### config.mk
export PLATFORM = sky130hd
export DESIGN_NAME = paddle_ball_engine
export DESIGN_NICKNAME = d
export VERILOG_FILES = /design/src/rtl/game_pkg.sv /design/src/rtl/ball_step_div.sv /design/src/rtl/paddle_ball_engine.sv
export SDC_FILE = /design/constraint.sdc
export NUM_CORES = 1
export LEC_CHECK = 0
export ABC_AREA = 1
export BUFFER_PORTS_ARGS = -buffer_cell sky130_fd_sc_hd__buf_2
export CAP_MARGIN = 15
export CORE_MARGIN = 3
export CORE_UTILIZATION = 62
export DETAILED_ROUTE_END_ITERATION = 10
export GPL_TIMING_DRIVEN = 1
export PLACE_DENSITY_LB_ADDON = 0.1
export SLEW_MARGIN = 0
export SYNTH_ARGS = -nofsm -noshare
export SYNTH_HDL_FRONTEND = slang
export SYNTH_SLANG_ARGS = --single-unit
### constraint.sdc
create_clock -name buttonclk -period 3.75 [get_ports buttonclk]
set_input_delay 0.375 -clock buttonclk [delete_from_list [all_inputs] [get_ports buttonclk]]
set_output_delay 0.375 -clock buttonclk [all_outputs]
set_load 0.05 [all_outputs]
### src/rtl/game_pkg.sv
// game_pkg: shared encodings and width helper for the paddle/ball game core
package game_pkg;
    localparam logic [1:0] ST_HELD      = 2'b00;
    localparam logic [1:0] ST_FLIGHT    = 2'b01;
    localparam logic [1:0] ST_MISS      = 2'b10;
    localparam logic [1:0] ST_GAME_OVER = 2'b11;
    localparam logic       DIR_UP       = 1'b0;
    localparam logic       DIR_DOWN     = 1'b1;
    localparam logic [1:0] DX_NONE      = 2'b00;
    localparam logic [1:0] DX_RIGHT     = 2'b01;
    localparam logic [1:0] DX_LEFT      = 2'b11;
    function automatic int cw(input int n);
        return (n < 3) ? 1 : $clog2(n);
    endfunction
endpackage

### src/rtl/ball_step_div.sv
// ball_step_div: counts ticks while enabled and strobes once every BALL_DIV ticks
module ball_step_div
    import game_pkg::*;
#(
    parameter int BALL_DIV = 3
) (
    input  logic buttonclk,
    input  logic reset,
    input  logic en_i,
    input  logic clr_i,
    output logic step_o
);
    localparam int CW = cw(BALL_DIV);
    localparam logic [CW-1:0] LAST = CW'(BALL_DIV - 1);
    logic [CW-1:0] cnt_q, cnt_d;
    assign step_o = en_i && cnt_q == LAST;
    // wrap on the step tick, otherwise advance only while enabled
    always_comb cnt_d = (clr_i || step_o) ? '0 : en_i ? cnt_q + 1'b1 : cnt_q;
    // count register
    always_ff @(posedge buttonclk) cnt_q <= reset ? '0 : cnt_d;
endmodule

### src/rtl/paddle_ball_engine.sv
// paddle_ball_engine: paddle, ball, lives and score state for the LED-matrix game
module paddle_ball_engine
    import game_pkg::*;
#(
    parameter int COLS     = 8,
    parameter int ROWS     = 8,
    parameter int PADDLE_W = 3,
    parameter int BALL_DIV = 3,
    parameter int LIVES    = 3,
    parameter int SCORE_W  = 8
) (
    input  logic                     buttonclk,
    input  logic                     reset,
    input  logic                     left,
    input  logic                     right,
    input  logic                     throw,
    output logic [cw(COLS)-1:0]      paddle_x,
    output logic [cw(COLS)-1:0]      ball_x,
    output logic [cw(ROWS)-1:0]      ball_y,
    output logic [1:0]               state,
    output logic [cw(LIVES+1)-1:0]   lives,
    output logic [SCORE_W-1:0]       score,
    output logic                     hit_pulse,
    output logic                     miss_pulse
);
    localparam int XW = cw(COLS);
    localparam int YW = cw(ROWS);
    localparam int LW = cw(LIVES + 1);
    localparam logic [XW-1:0] PX_RST = XW'((COLS - PADDLE_W) / 2);
    localparam logic [XW-1:0] PX_MAX = XW'(COLS - PADDLE_W);
    localparam logic [XW-1:0] HALF   = XW'(PADDLE_W / 2);
    localparam logic [XW-1:0] PW_M1  = XW'(PADDLE_W - 1);
    localparam logic [XW-1:0] X_MAX  = XW'(COLS - 1);
    localparam logic [YW-1:0] Y_MAX  = YW'(ROWS - 1);
    localparam logic [YW-1:0] Y_ONE  = YW'(1);
    logic [1:0]    st_q, st_d, dx_q, dx_d, ndx;
    logic [XW-1:0] px_q, px_d, bx_q, bx_d, nx;
    logic [YW-1:0] by_q, by_d;
    logic          dy_q, dy_d, hit_q, hit_d, miss_q, miss_d;
    logic [LW-1:0] lives_q, lives_d;
    logic [SCORE_W-1:0] score_q, score_d;
    logic          step, bounce_r, bounce_l, on_paddle;
    ball_step_div #(.BALL_DIV(BALL_DIV)) u_div (
        .buttonclk(buttonclk),
        .reset(reset),
        .en_i(st_q == ST_FLIGHT || st_q == ST_MISS),
        .clr_i(st_q == ST_HELD && throw),
        .step_o(step)
    );
    assign bounce_r  = dx_q == DX_RIGHT && bx_q == X_MAX;
    assign bounce_l  = dx_q == DX_LEFT && bx_q == '0;
    assign nx        = (bounce_l || (dx_q == DX_RIGHT && !bounce_r)) ? bx_q + 1'b1 :
                       (bounce_r || (dx_q == DX_LEFT && !bounce_l)) ? bx_q - 1'b1 : bx_q;
    assign ndx       = bounce_r ? DX_LEFT : bounce_l ? DX_RIGHT : dx_q;
    assign on_paddle = bx_q >= px_q && bx_q <= px_q + PW_M1;
    assign paddle_x   = px_q;
    assign ball_x     = (st_q == ST_HELD) ? px_q + HALF : bx_q;
    assign ball_y     = by_q;
    assign state      = st_q;
    assign lives      = lives_q;
    assign score      = score_q;
    assign hit_pulse  = hit_q;
    assign miss_pulse = miss_q;
    // next-state: paddle moves every live tick, the ball only on divider steps
    always_comb begin
        st_d = st_q; px_d = px_q; bx_d = bx_q; by_d = by_q; dx_d = dx_q; dy_d = dy_q;
        lives_d = lives_q; score_d = score_q; hit_d = 1'b0; miss_d = 1'b0;
        if (st_q != ST_GAME_OVER)
            px_d = (left && !right && px_q != '0) ? px_q - 1'b1 :
                   (right && !left && px_q < PX_MAX) ? px_q + 1'b1 : px_q;
        case (st_q)
            ST_HELD: begin
                bx_d = px_d + HALF;
                if (throw) begin
                    st_d = ST_FLIGHT; by_d = Y_ONE; dx_d = DX_NONE; dy_d = DIR_UP;
                end
            end
            ST_FLIGHT: if (step) begin
                bx_d = nx;
                dx_d = ndx;
                if (dy_q == DIR_UP) begin
                    by_d = (by_q == Y_MAX) ? by_q - 1'b1 : by_q + 1'b1;
                    dy_d = (by_q == Y_MAX) ? DIR_DOWN : DIR_UP;
                end else if (by_q > Y_ONE) begin
                    by_d = by_q - 1'b1;
                end else if (on_paddle) begin
                    by_d = YW'(2); dy_d = DIR_UP; hit_d = 1'b1;
                    score_d = (score_q != '1) ? score_q + 1'b1 : score_q;
                    dx_d = (bx_q == px_q) ? DX_LEFT : (bx_q == px_q + PW_M1) ? DX_RIGHT : ndx;
                end else begin
                    by_d = '0; st_d = ST_MISS; miss_d = 1'b1;
                end
            end
            ST_MISS: if (step) begin
                lives_d = lives_q - 1'b1;
                st_d = (lives_q == LW'(1)) ? ST_GAME_OVER : ST_HELD;
                if (lives_q != LW'(1)) begin
                    bx_d = px_d + HALF; by_d = Y_ONE; dx_d = DX_NONE; dy_d = DIR_UP;
                end
            end
            default: ;
        endcase
    end
    // state registers with synchronous reset to the parked-ball start position
    always_ff @(posedge buttonclk) begin
        if (reset) begin
            st_q <= ST_HELD; px_q <= PX_RST; bx_q <= PX_RST + HALF; by_q <= Y_ONE;
            dx_q <= DX_NONE; dy_q <= DIR_UP; lives_q <= LW'(LIVES); score_q <= '0;
            hit_q <= 1'b0; miss_q <= 1'b0;
        end else begin
            st_q <= st_d; px_q <= px_d; bx_q <= bx_d; by_q <= by_d;
            dx_q <= dx_d; dy_q <= dy_d; lives_q <= lives_d; score_q <= score_d;
            hit_q <= hit_d; miss_q <= miss_d;
        end
    end
endmodule

Yosys cells after proc, flatten, opt, wreduce, memory -nomap -nowiden
Cells that the tools add are included.

cells by class
  equal/unequal tests = 21
  order comparisons = 4
  multiplexer cells = 49
  bitwise operators = 4
  reductions and logical operators = 30
  $add $sub $neg = 11

operators by type and width
  kind                                                                     number
  3-bit 2-to-1 mux                                                         16
  2-bit 2-to-1 mux                                                         19
  3-bit one-hot mux with 3 select lines                                    2
  3-bit by 1-bit adder with 3-bit output, second input constant            4
  2-bit one-hot mux with 3 select lines                                    2
  1-bit logical AND                                                        11
  2-bit inequality test, second input constant                             5
  5-bit AND reduction                                                      2
  1-bit 2-to-1 mux                                                         9
  3-bit by 1-bit subtractor with 3-bit output, second input constant       3
  8-bit by 1-bit adder with 8-bit output, second input constant            1
  2-bit by 1-bit inequality test with 1-bit output, second input constant  4
  8-bit inequality test, second input constant                             1
  7-bit AND reduction                                                      1
  2-bit by 1-bit equality test with 1-bit output, second input constant    3
  2-bit equality test, second input constant                               3
  3-bit equality test                                                      2
  3-bit equality test, second input constant                               2
  6-bit AND reduction                                                      1
  3-bit nonzero test                                                       2
  5-bit OR reduction                                                       1
  1-bit zero test                                                          4
  1-bit logical OR                                                         4
  1-bit NOT                                                                4
  other kinds (13)                                                         13

storage, ports and cells
  input port bits = 5
  flip-flop bits (word level) = 28
  logic and storage cells = 130

Depth between registers and ports, before layout
  depth after elaboration = 11
  gate-level depth with buffers = 15
  mapped depth without buffers = 15

By module
A second synthesis with hierarchy kept.

second synthesis, totals
  cells, all modules = 280
  area total of the unflattened synthesis = 1913.1 um2

by module, submodules not included
  module              area each (um2)  times used  cells an instance  seq. area each (um2)
  paddle_ball_engine  1809.2           1           264                520.5
  ball_step_div       103.8            1           16                 40.0

Worst setup path before layout
Ideal clock, no wire load.

  path kind = reg-to-output
  start = reg px_q[0], in the netlist paddle_x[0]
  end = out ball_x[2]
  path buffers = 0
  arrival = 2.223 ns
  setup slack = 1.152 ns
  stages on the path, launching flop included = 6
  path through = dfxtp_1 ha_1 inv_1 nand2_1 nand2_1 o21ai_0

on the way
  longest elaborated chain between the ends = 2

RTL lines
  element                                 RTL line                   source
  from (decl)                             paddle_ball_engine.sv:37   logic [XW-1:0] px_q, px_d, bx_q, bx_d, nx;
  from (signal assigned)                  paddle_ball_engine.sv:107  st_q <= ST_HELD; px_q <= PX_RST; bx_q <= PX_RST + HALF; by_q <= Y_ONE;
  from (signal assigned)                  paddle_ball_engine.sv:111  st_q <= st_d; px_q <= px_d; bx_q <= bx_d; by_q <= by_d;
  3-bit by 1-bit adder with 3-bit output  paddle_ball_engine.sv:57   assign ball_x = (st_q == ST_HELD) ? px_q + HALF : bx_q;
  3-bit 2-to-1 mux                        paddle_ball_engine.sv:57
  to (decl)                               paddle_ball_engine.sv:18   output logic [cw(COLS)-1:0] ball_x,

Every way passes these cells.

Final worst setup path
  start = reg px_q[0], in the netlist paddle_x[0]
  end = reg bx_q[1]

on the way
  longest elaborated chain between the ends = 9
  elaborated cells on any way between the ends = 13
  classes of those cells = add/sub: 3; order compare: 1; mux: 6; reduce/logical: 3

RTL lines
  element                                     RTL line                                            source
  3-bit < comparator                          paddle_ball_engine.sv:70                            (right && !left && px_q < PX_MAX) ? px_q + 1'b1 : px_q;
  1-bit logical AND                           paddle_ball_engine.sv:70
  3-bit 2-to-1 mux                            paddle_ball_engine.sv:70
  3-bit 2-to-1 mux                            paddle_ball_engine.sv:69                            px_d = (left && !right && px_q != '0) ? px_q - 1'b1 :
  3-bit 2-to-1 mux (*)                        paddle_ball_engine.sv:68                            if (st_q != ST_GAME_OVER)
  net px_d[0]                                 paddle_ball_engine.sv:37
  3-bit by 1-bit adder with 3-bit output (*)  paddle_ball_engine.sv:73, paddle_ball_engine.sv:98
  3-bit 2-to-1 mux                            paddle_ball_engine.sv:97                            if (lives_q != LW'(1)) begin
  3-bit 2-to-1 mux                            paddle_ball_engine.sv:94                            ST_MISS: if (step) begin
  3-bit one-hot mux with 3 select lines (*)   paddle_ball_engine.sv:71                            case (st_q)
  to (signal assigned)                        paddle_ball_engine.sv:107
  to (signal assigned)                        paddle_ball_engine.sv:111
  to (decl)                                   paddle_ball_engine.sv:37

Mark *: on every way through the listed nets, which the timed path passes. The rest lies on a longest branch. The select of a mux whose other input is x is not followed.
A chain may end at the register's enable or synchronous reset.

==> metrics.md <==
| Metric | Value |
|---|---|
| # IOs | `28` |
| Setup TNS | `0 ns` |
| Total core area | `2900 um2` |
| Initial Util | `0.689` |
| Worst r2r src | `paddle_x[0]` |
| First-pass GRT wire length | `7.95 mm` |
| Layout Cells excl Fill | `358` |
| Slew HR | `0.633` |
| Grt total ovfl | `0` |
| Yosys reg bits | `28` |
| CTS Buf Count | `3` |
| R2R setup slack | `1.40 ns` |
| Hpwl dp | `3.38 mm` |
| Placed cell count | `354` |
| Placed Area | `2170 um2` |
| Row count | `19` |
| Required time of the worst setup path | `3.98 ns` |
| Crit path max fanout | `7` |
| Highest clock rate | `0.425 GHz` |
| Hold_buf cts | `0` |
| Crit-path cells | `inv_1, ha_1, ha_1, inv_1, nand3_1, o21ai_0, nand2_1, xor2_1, inv_1, ha_1, o211ai_1, o211ai_1` |
| Synth warn | `0` |
| Diode count | `0` |
| GPL Wtd Cong | `0.855` |
| Skew final | `0.00475 ns` |
| Routed WL | `4.41 mm` |
| Largest net degree at the start of global routing | `17` |
| Avg Cell Area, Syn | `6.94 um2` |
| Status | `complete, no violations` |
| Sequential share of the synthesized area | `0.281` |
| Main synth FF type | `dfxtp_1` |
| Startpoint types | `register` |
| Routed Antenna Nets | `0` |
| Area contributors post-synth | `dfxtp_1 (28%), ha_1 (14%), nand2_1 (12%)` |
| Least-Margin Pin Slew | `0.550 ns` |
| NumNets Final | `345` |
| DRC Markers | `0` |
| Post-cts sizing count | `0` |
| Vias per inst | `5.41` |
| Worst hold path cell count | `2` |
| Power per cell area | `723 nW/um2` |
| RSZ-0062 raised after global routing | `no` |
| Die X | `62.8 um` |
| CTS sink count | `28` |
| CP max stage delay | `0.49 ns` |
| CTS H-tree depth | `1` |
| Max_cap viols | `0` |
| Latest clock arrival within the worst-skew pair | `0.34 ns` |
| EDFF count, synth | `0` |
| Mapped cell area | `2000 um2` |
| Initial antenna violation count | `0` |
| Final Cell Area | `2230 um2` |
| Clock buffer depth | `2` |
| Routed WL per cell | `12.3 um` |
| Worst hold path class | `in2reg` |
| Fin crit share | `0.628` |
| TritonCTS clock tree | `yes` |
| Ratio of cells with drive above 1 in the final layout | `0.171` |
| Crit path kind | `reg2reg` |
| Total power | `1.61 mW` |
| DIE HEIGHT | `62.8 um` |
| Static Leak | `1.09 nW` |
| GRT Overall Usage | `0.242` |
| Pre-Repair DR Iteration Count | `4` |
| # fillers | `265` |
| Reg2reg end | `bx_q[1]` |
| CP endpoint kind | `register` |
| Syn Inst Count | `288` |
| Yosys top cell area share | `0.281` |
| Max Transition Viols Final | `0` |
| Die ar. | `3940 um2` |
| Post-CTS Setup Inserts | `0` |
| Pre-CTS setup slack | `1.43 ns` |
| Final setup fails | `0` |
| Final Worst Setup Slack | `1.40 ns` |
| Distinct cells, synth | `34` |
| DR iter-0 viols | `146` |
| Synth area leader | `dfxtp_1` |
| Via count | `1938` |
| IO Port Bufs | `27` |
| Min Clock Period, post-route | `2.35 ns` |
| R2r worst-path depth | `12` |
| Post-layout util | `0.767` |
| Critical path arrival | `2.58 ns` |
| Mapped Nets | `316` |
| Worst hold slack | `0.385 ns` |
| Hold Violations, Final | `0` |
| Crit path from | `paddle_x[0]` |
| Worst VDD drop | `0.000508 V` |
| End of the critical path | `bx_q[1]` |
| Vias in the first global route | `1815` |
| Ys async rst share | `0` |
| Area Overhead vs Synth | `11.4%` |
| Clk root buf | `clkbuf_4` |
| Clock-pin slew on the worst setup and hold paths | `0.15 ns` |
| Critical path's slowest cell | `dfxtp_1` |
-- placed cells by master (no fill, tap or decap), drive strengths merged --
| cell type | Yosys | final |
|---|---|---|
| a21oi | 29 | 29 |
| o21ai | 20 | 20 |
| or2 | 3 | 3 |
| nand4 | 4 | 4 |
| nor3 | 2 | 2 |
| nand3 | 28 | 28 |
| a21o | 1 | 1 |
| nor2 | 28 | 28 |
| clkinv | 2 | 2 |
| inv | 35 | 35 |
| and3 | 1 | 1 |
| clkbuf | 2 | 3 |
| fa | 1 | 1 |
| o211ai | 2 | 2 |
| buf | 1 | 27 |
| bufinv | 0 | 1 |
| a31oi | 1 | 1 |
| dfxtp | 28 | 28 |
| xnor2 | 5 | 5 |
| xor2 | 3 | 3 |
| nor4 | 1 | 1 |
| ha | 22 | 22 |
| nand2 | 67 | 67 |
| nand3b | 2 | 2 |
-- worst min-delay path by stage --
stage | from | endpoint | slack (ns)
after floorplan | u_div.cnt_q[0] | u_div.cnt_q[0] | 0.44
after global placement | u_div.cnt_q[0] | u_div.cnt_q[0] | 0.45
after detailed placement | u_div.cnt_q[0] | u_div.cnt_q[0] | 0.46
after CTS | reset | paddle_x[0] | 0.38
after global routing | reset | score[7] | 0.39
final | reset | paddle_x[0] | 0.38
-- cell usage after synthesis (2+ instances only) --
| library cell | n |
|---|---|
| dfxtp_1 | 28 |
| o211ai_1 | 2 |
| o21ai_0 | 8 |
| inv_1 | 29 |
| nand3b_1 | 2 |
| inv_2 | 6 |
| nor3_1 | 2 |
| nor2_2 | 2 |
| nand2_1 | 62 |
| o21ai_1 | 11 |
| a21oi_1 | 25 |
| a21oi_2 | 3 |
| xnor2_1 | 5 |
| clkbuf_1 | 2 |
| clkinv_1 | 2 |
| nand3_2 | 2 |
| nand4_1 | 4 |
| nand2_2 | 5 |
| xor2_1 | 3 |
| nor2_1 | 24 |
| ha_1 | 22 |
| nand3_1 | 26 |
| nor2_4 | 2 |
-- flip-flops by register name, summed over array words and instances (netlist names) --
signal       count
state            2
lives            2
ball_y           3
bx_q             3
u_div.cnt_q      2
dy_q             1
score            8
paddle_x         3
hit_pulse        1
miss_pulse       1
dx_q             2
-- report_power, final --
group | switching [mW] | total, mW | leakage [nW] | internal (mW)
clock network | 0.0956 | 0.204 | 0.0279 | 0.108
logic | 0.695 | 0.997 | 0.835 | 0.301
registers | 0.0639 | 0.408 | 0.228 | 0.344
-- layer usage --
metal	global-route usage	part of all wire	up-vias
met1	0.329	0.48	884
li1	-	-	1007
met2	0.409	0.47	43
met4	0.0523	0.0086	0
met5	0	0	-
met3	0.0288	0.043	4
-- worst max-delay path, delay by kind of cell (launching register included) --
kind / cells / cell delay [ns]
flops: 1 / 0.49
xor+xnor: 1 / 0.24
fa+ha+maj: 3 / 0.64
buf+inv: 3 / 0.23
compound gates: 3 / 0.38
simple gates: 2 / 0.26
-- cells by family (layout without fill, tap and decap cells) --
kind of cell | after synthesis | count (layout) | share of synthesized area
AOI/OAI and AO/OA | 53 | 53 | 0.150
xor gates and xnor gates | 8 | 8 | 0.0351
adders and majority gates | 23 | 23 | 0.148
buffers and inverters | 40 | 68 | 0.0758
DFF | 28 | 28 | 0.281
and+or+nand+nor | 136 | 136 | 0.311
-- layout make-up --
type                       instances  area [um2]  share of cell area
clock buffer                       3        22.5              0.0101
clock inverter                     1        30.0              0.0135
inverter                          37         139              0.0624
multi-input combinational        220        1290               0.578
sequential                        28         561               0.252
tap                               42        52.6              0.0236
timing repair buffer              27         135              0.0607
(Power assumes the default switching activity.)
